===== config.mk =====
export PLATFORM = sky130hd
export DESIGN_NAME = tx_frame_arbiter
export DESIGN_NICKNAME = d
export VERILOG_FILES = /design/src/rtl/tx_frame_arbiter.sv
export SDC_FILE = /design/constraint.sdc
export NUM_CORES = 1
export LEC_CHECK = 0
export BUFFER_PORTS_ARGS = -buffer_cell sky130_fd_sc_hd__clkbuf_2
export CAP_MARGIN = 0
export CORE_UTILIZATION = 45
export DETAILED_ROUTE_END_ITERATION = 12
export GPL_TIMING_DRIVEN = 0
export HOLD_SLACK_MARGIN = 0.08
export PLACE_DENSITY = 0.77
export SETUP_SLACK_MARGIN = 0.5
export SLEW_MARGIN = 5
export SYNTH_ARGS = -nofsm -noshare
export SYNTH_HDL_FRONTEND = slang
export SYNTH_SLANG_ARGS = --single-unit

===== constraint.sdc =====
create_clock -name clk -period 4.9 [get_ports clk]
set_input_delay 0.735 -clock clk [delete_from_list [all_inputs] [get_ports clk]]
set_output_delay 0.735 -clock clk [all_outputs]
set_load 0.01 [all_outputs]

===== src/rtl/tx_frame_arbiter.sv =====
// Two-input frame arbiter for a 32-bit TX write port: round-robin grant at frame
// boundaries, programmable inter-frame gap, and flushing of out-of-frame beats.
module tx_frame_arbiter #(
  parameter int unsigned IFG_CYCLES = 2
) (
  input  logic        clk,
  input  logic        reset_n,
  input  logic [3:0]  in0_flags,
  input  logic [31:0] in0_data,
  input  logic        in0_src_rdy,
  output logic        in0_dst_rdy,
  input  logic [3:0]  in1_flags,
  input  logic [31:0] in1_data,
  input  logic        in1_src_rdy,
  output logic        in1_dst_rdy,
  output logic [3:0]  out_flags,
  output logic [31:0] out_data,
  output logic        out_src_rdy,
  input  logic        out_dst_rdy,
  output logic        busy,
  output logic [15:0] frames0,
  output logic [15:0] frames1,
  output logic [15:0] drop_count
);

  localparam int unsigned FLAGS_W = 4;
  localparam int unsigned DATA_W  = 32;
  localparam int unsigned CNT_W   = 16;
  localparam int unsigned GAP_W   = 8;
  localparam logic        IFG_ZERO = (IFG_CYCLES == 0);

  typedef enum logic [1:0] {
    ST_IDLE = 2'd0,
    ST_PASS = 2'd1,
    ST_GAP  = 2'd2
  } state_t;

  state_t             r_state;
  state_t             w_state_nxt;
  logic               r_grant;
  logic               w_grant_nxt;
  logic               r_last;
  logic               w_last_nxt;
  logic [GAP_W-1:0]   r_gap;
  logic [GAP_W-1:0]   w_gap_nxt;
  logic               r_busy;
  logic [CNT_W-1:0]   r_frames0;
  logic [CNT_W-1:0]   r_frames1;
  logic [CNT_W-1:0]   r_drops;

  logic               w_req0;
  logic               w_req1;
  logic               w_in_pass;
  logic [FLAGS_W-1:0] w_sel_flags;
  logic [DATA_W-1:0]  w_sel_data;
  logic               w_sel_src_rdy;
  logic               w_own0;
  logic               w_own1;
  logic               w_flush0;
  logic               w_flush1;
  logic               w_eof_xfer;

  assign w_req0        = in0_src_rdy & in0_flags[0];
  assign w_req1        = in1_src_rdy & in1_flags[0];
  assign w_in_pass     = (r_state == ST_PASS);
  assign w_sel_flags   = r_grant ? in1_flags   : in0_flags;
  assign w_sel_data    = r_grant ? in1_data    : in0_data;
  assign w_sel_src_rdy = r_grant ? in1_src_rdy : in0_src_rdy;
  assign w_own0        = w_in_pass & ~r_grant;
  assign w_own1        = w_in_pass &  r_grant;

  // Any port not currently streaming has its non-SOF beats accepted and discarded
  assign w_flush0   = in0_src_rdy & ~in0_flags[0] & ~w_own0;
  assign w_flush1   = in1_src_rdy & ~in1_flags[0] & ~w_own1;
  assign w_eof_xfer = w_in_pass & w_sel_src_rdy & out_dst_rdy & w_sel_flags[1];

  assign out_flags   = w_in_pass ? w_sel_flags : '0;
  assign out_data    = w_in_pass ? w_sel_data  : '0;
  assign out_src_rdy = w_in_pass & w_sel_src_rdy;
  assign in0_dst_rdy = w_own0 ? out_dst_rdy : w_flush0;
  assign in1_dst_rdy = w_own1 ? out_dst_rdy : w_flush1;

  assign busy       = r_busy;
  assign frames0    = r_frames0;
  assign frames1    = r_frames1;
  assign drop_count = r_drops;

  // Next-state: grant only from IDLE, release on EOF, count down the gap
  always_comb begin
    w_state_nxt = r_state;
    w_grant_nxt = r_grant;
    w_last_nxt  = r_last;
    w_gap_nxt   = r_gap;
    case (r_state)
      ST_IDLE: begin
        if (w_req0 && w_req1) begin
          w_grant_nxt = ~r_last;
          w_state_nxt = ST_PASS;
        end else if (w_req0) begin
          w_grant_nxt = 1'b0;
          w_state_nxt = ST_PASS;
        end else if (w_req1) begin
          w_grant_nxt = 1'b1;
          w_state_nxt = ST_PASS;
        end
      end
      ST_PASS: begin
        if (w_eof_xfer) begin
          w_last_nxt  = r_grant;
          w_gap_nxt   = GAP_W'(IFG_CYCLES);
          w_state_nxt = IFG_ZERO ? ST_IDLE : ST_GAP;
        end
      end
      ST_GAP: begin
        if (r_gap <= GAP_W'(1)) begin
          w_gap_nxt   = '0;
          w_state_nxt = ST_IDLE;
        end else begin
          w_gap_nxt   = r_gap - GAP_W'(1);
        end
      end
      default: begin
        w_state_nxt = ST_IDLE;
      end
    endcase
  end

  always_ff @(posedge clk or negedge reset_n) begin
    if (!reset_n) begin
      r_state   <= ST_IDLE;
      r_grant   <= 1'b0;
      r_last    <= 1'b1;
      r_gap     <= '0;
      r_busy    <= 1'b0;
      r_frames0 <= '0;
      r_frames1 <= '0;
      r_drops   <= '0;
    end else begin
      r_state   <= w_state_nxt;
      r_grant   <= w_grant_nxt;
      r_last    <= w_last_nxt;
      r_gap     <= w_gap_nxt;
      r_busy    <= (w_state_nxt != ST_IDLE);
      r_frames0 <= r_frames0 + CNT_W'(w_eof_xfer & ~r_grant);
      r_frames1 <= r_frames1 + CNT_W'(w_eof_xfer &  r_grant);
      r_drops   <= r_drops + CNT_W'(w_flush0) + CNT_W'(w_flush1);
    end
  end

endmodule


-- Yosys cells after proc, flatten, opt, wreduce, memory -nomap -nowiden
Cells that the tools add are included.
- output and inout bits: 88
- flip-flop bits (word level): 61
- word-level logic and storage cells: 64
- bits of input ports: 77
- reduce and logical (&&, ||, !) cells: 8
- mux-type cells: 19
- $lt $le $gt $ge: 1
- add/subtract/negate cells: 5
- equal/unequal tests: 3
- bitwise gates (word level): 20
- operators by type and width (operator ; number):
    $mux 32 ; 2
    $add 16x1->16 ; 3
    $add 16x16->16 ; 1
    $and 1x16->16 ; 1
    $mux 8 ; 2
    $not 1->16 ; 1
    $pmux 8 s2 ; 1
    $and 1x1->1 ; 12
    $mux 2 ; 5
    $le 8x1->1 const B ; 1
    $mux 4 ; 2
    $sub 8x1->8 const B ; 1
    $mux 1 ; 6
    $not 1->1 ; 6
    $pmux 2 s3 ; 1
    $reduce_and 2->1 ; 3
    $reduce_bool 2->1 ; 2
    $reduce_bool 3->1 ; 1
    $eq 2x1->1 const B ; 1
    $eq 2x2->1 const B ; 1
    $logic_not 2->1 ; 1
    $ne 2x1->1 const B ; 1
    $logic_and 1x1->1 ; 1

-- Logic depth before layout (Yosys ltp)
- depth in word-level cells: 7
- mapped depth: 11
- mapped depth without buffers: 10

-- Least setup slack after synthesis
OpenSTA, ideal clock, no wires.
- path kind: input -> register
- from: input port in1_src_rdy
- to: register r_frames0[12] (netlist: frames0[12])
- arrival: 2.332 ns
- setup time: 0.126 ns
- data required time: 4.774 ns
- path slack: 2.442 ns
- buffers on the path: 0
- cell stages on the path: 10
- cell sequence: mux2i_1 > nor2_1 > nand2_1 > nor2_1 > ha_1 > ha_1 > nand2_1 > nor3_1 > nand3_1 > xnor2_1
- longest elaborated chain between the ends: 6
- RTL lines (what ; RTL line ; RTL):
    start: declaration ; 14 ; input logic in1_src_rdy,
    $mux 1 ; 68 ; assign w_sel_src_rdy = r_grant ? in1_src_rdy : in0_src_rdy;
    $and 1x1->1 ; n/a ;
    via out_src_rdy ; 18 ; output logic out_src_rdy,
    $and 1x1->1 (2 in series) ; 75 ; assign w_eof_xfer = w_in_pass & w_sel_src_rdy & out_dst_rdy & w_sel_flags[1];
    $and 1x16->16 ; 144 ; r_frames0 <= r_frames0 + CNT_W'(w_eof_xfer & ~r_grant);
    $add 16x16->16 ; 144 ;
    end signal: assignment ; 144 ;
    end: declaration ; 47 ; logic [CNT_W-1:0] r_frames0;
The timed path passes the listed nets, and every way through them passes these cells.
A chain may end at the register's enable or synchronous reset.

-- Worst setup path after layout
- from: register r_state[1]
- to: output port out_data[9]
- longest elaborated chain between the ends: 2
- RTL lines (what ; RTL line ; RTL):
    start: declaration ; 38 ; state_t r_state;
    start signal: assignment ; 139 ; r_state <= w_state_nxt;
    $eq 2x1->1 ; 65 ; assign w_in_pass = (r_state == ST_PASS);
    $mux 32 ; 78 ; assign out_data = w_in_pass ? w_sel_data : '0;
    end: declaration ; 17 ; output logic [31:0] out_data,
Every way passes these cells.

==> results.md <==
* GP Congestion at 0.777
* VDD IR max at 323 uV
* Clock transition at the registers of the reported paths at 0.07 ns
* Rows at 30
* Core area at 0.00694 sq mm
* Die Y at 87.9 um
* Tcrit/Tclk final at 53.5%
* CP max FO at 10
* Placed Area at 0.00426 sq mm
* First-pass GRT wire length at 13.2 mm
* Worst setup SP type: register
* Status: finished clean
* Post-layout min period at 2.62 ns
* Initial antenna violation count at 0
* GR Overflow Total at 0
* Leakage at 2.61 nW
* Layout area overhead at 34.4%
* Post-DP HPWL at 6.86 mm
* Ys async rst share at 100%
* Tot Pwr at 1.16 mW
* CTS Buf Count at 9
* Setup Crit Path Kind: reg2out
* Die Area at 0.00773 sq mm
* Final hold viol count at 0
* Clock sinks at 61
* Hold buffer count at CTS at 0
* Clock skew at 0.00796 ns
* Max-cap violations at 0
* Post-Synthesis Cell Area at 0.00332 sq mm
* Post-cts sizing count at 0
* Mapped Cells at 326
* Max H-tree Level at 3
* Number of global-route vias before repair at 2,856
* Largest net degree at the start of global routing at 62
* Max transition margin at 46.3%
* Share of cells above drive strength 1 at 38.2%
* # diodes at 0
* Post-route design area at 0.00446 sq mm
* Post-CTS Setup Bufs at 0
* Initial DRT Pass Iterations at 4
* # fillers at 610
* PwrDens at 261 mW/mm^2
* Clock buffer depth at 2
* WP data arrival at 1.89 ns
* Wire length per cell at 14.6 um
* Max-slew violations at 0
* Dominant synthesized flop cell: dfrtp_1
* WP data required at 4.16 ns
* Setup TNS at 0 ns
* Syn nets at 411
* GRT Util Overall at 22.5%
* # setup viols final at 0
* Warnings, synthesis at 0
* Drt via density at 5.08
* Starting Density at 47.8%
* Clk root buf: clkbuf_8
* Io pins at 165
* Sequential share of the synthesized area at 46.0%
* Initial drt markers at 84
* Worst-skew pair later-pin latency at 0.34 ns
* Via count at 3,052
* CP Capture Type: output pin
* Synthesized area per cell at 10.2 sq um
* CTS tree: yes
* R2R setup slack at 2.41 ns
* Die width at 87.9 um
* Final ANT Viol Nets at 0
* RSZ-0062 raised after global routing: false
* Worst Setup Slack, final at 2.28 ns
* Port bufs at 164
* EDFF count, synth at 0
* Final net count at 586
* Highest Clock Rate at 381 MHz
* Yosys cell types at 43
* Final WL at 8.75 mm
* Slew @ Worst Pin at 0.805 ns
* Hold Path Class: reg2reg
* Register bit total from synthesis at 61
* DRC at 0
* Post-layout util at 64.3%
* Post-Place Setup Slack at 2.08 ns
report_power, final:
part           total, mW  switching, mW  internal, mW  leakage [nW]
logic              0.138         0.0701        0.0683          1.73
clock network      0.455          0.195         0.260        0.0947
registers          0.570         0.0382         0.532         0.790
total               1.16          0.303         0.860          2.61
path summary, 6_finish.rpt:
path / from / end / cells after the start
min in group asynchronous: reset_n / frames0[8]$_DFF_PN0_ / 1
setup reg to reg: r_grant$_DFFE_PN0P_ / frames0[12]$_DFF_PN0_ / 11
max in group asynchronous: reset_n / frames1[8]$_DFF_PN0_ / 1
setup / recovery: r_state[1]$_DFF_PN0_ / out_data[9] / 5
hold reg to reg: drop_count[15]$_DFF_PN0_ / drop_count[15]$_DFF_PN0_ / 1
hold / removal: drop_count[15]$_DFF_PN0_ / drop_count[15]$_DFF_PN0_ / 1
registers in the layout (all words and copies together), names as in the netlist:
signal	flops
frames0	16
r_grant	1
busy	1
r_state	2
drop_count	16
r_last	1
frames1	16
r_gap	8
cells by family after synthesis:
logic type / synth area share (%)
DFF: 46.0
adders and majority gates: 3.24
muxes: 11.8
buffers and inverters: 2.49
and+or+nand+nor: 19.8
AOI/OAI and AO/OA: 5.61
xor gates and xnor gates: 11.1
layer usage:
metal / track usage [%] / vias up / part of all wire [%]
met4: 7.30 / 0 / 1.3
met2: 40.0 / 114 / 50
met1: 26.5 / 1452 / 41
met5: 0 / - / 0
met3: 5.84 / 10 / 7.0
li1: - / 1476 / -
synth_stat cells, drive strengths merged (3+ instances only):
| library cell | n | area, sq um |
|---|---|---|
| nand2 | 17 | 63.8 |
| xor2 | 20 | 175 |
| nand2b | 4 | 25.0 |
| a22o | 3 | 26.3 |
| nand4 | 8 | 65.1 |
| inv | 9 | 33.8 |
| nor3 | 14 | 75.1 |
| buf | 7 | 37.5 |
| clkbuf | 3 | 11.3 |
| mux2i | 38 | 380 |
| and4 | 3 | 28.8 |
| a21oi | 3 | 15.0 |
| a31oi | 3 | 18.8 |
| xnor2 | 22 | 193 |
| nand3 | 22 | 110 |
| nor2 | 52 | 195 |
| nor3b | 3 | 22.5 |
| and3 | 3 | 18.8 |
| dfrtp | 60 | 1500 |
| o21ai | 5 | 25.0 |
| ha | 7 | 87.6 |
layout make-up:
type                    count  area [sq um]  area share, %
clock inverters             3          45.0           1.01
plain buffers              10          48.8           1.09
repair buffers            164           823           18.4
flip-flops and latches     61          1530           34.2
well taps                  96           120           2.69
inverters                   9          33.8          0.757
clock buffers              12           155           3.48
multi-input cells         246          1710           38.3
cell usage in the layout, fill, tap and decap left out, types with 2 or more instances in the layout:
master	n
xor2_1	20
nor3b_1	3
nor2b_1	2
and3_1	3
buf_2	6
clkbuf_1	4
and4_1	2
mux2i_1	38
inv_1	8
nand3_1	22
nor2_1	52
dfrtp_1	60
clkbuf_8	11
a21o_1	2
ha_1	7
o21ai_1	5
nand4_1	7
nor3_1	13
clkbuf_2	163
clkinvlp_4	2
a31oi_1	3
nand2_1	17
a21oi_1	3
a22o_1	3
xnor2_1	22
nand2b_1	4
o21bai_1	2
critical path: stages, from the launching register on:
cell	delay, ns
dfrtp_1	0.38
nand2b_1	0.20
clkbuf_1	0.36
clkbuf_1	0.37
nor2_1	0.11
clkbuf_2	0.14
per-stage QoR:
| stage | hold slack, ns | instances |
|---|---|---|
| 2_1_floorplan | 0.439 | 326 |
| 3_3_place_gp | 0.456 | 586 |
| 3_5_place_dp | 0.457 | 586 |
| 4_1_cts | 0.473 | 601 |
| 5_1_grt | 0.491 | 601 |
| 6_report | 0.463 | 601 |
(Power assumes the default switching activity.)
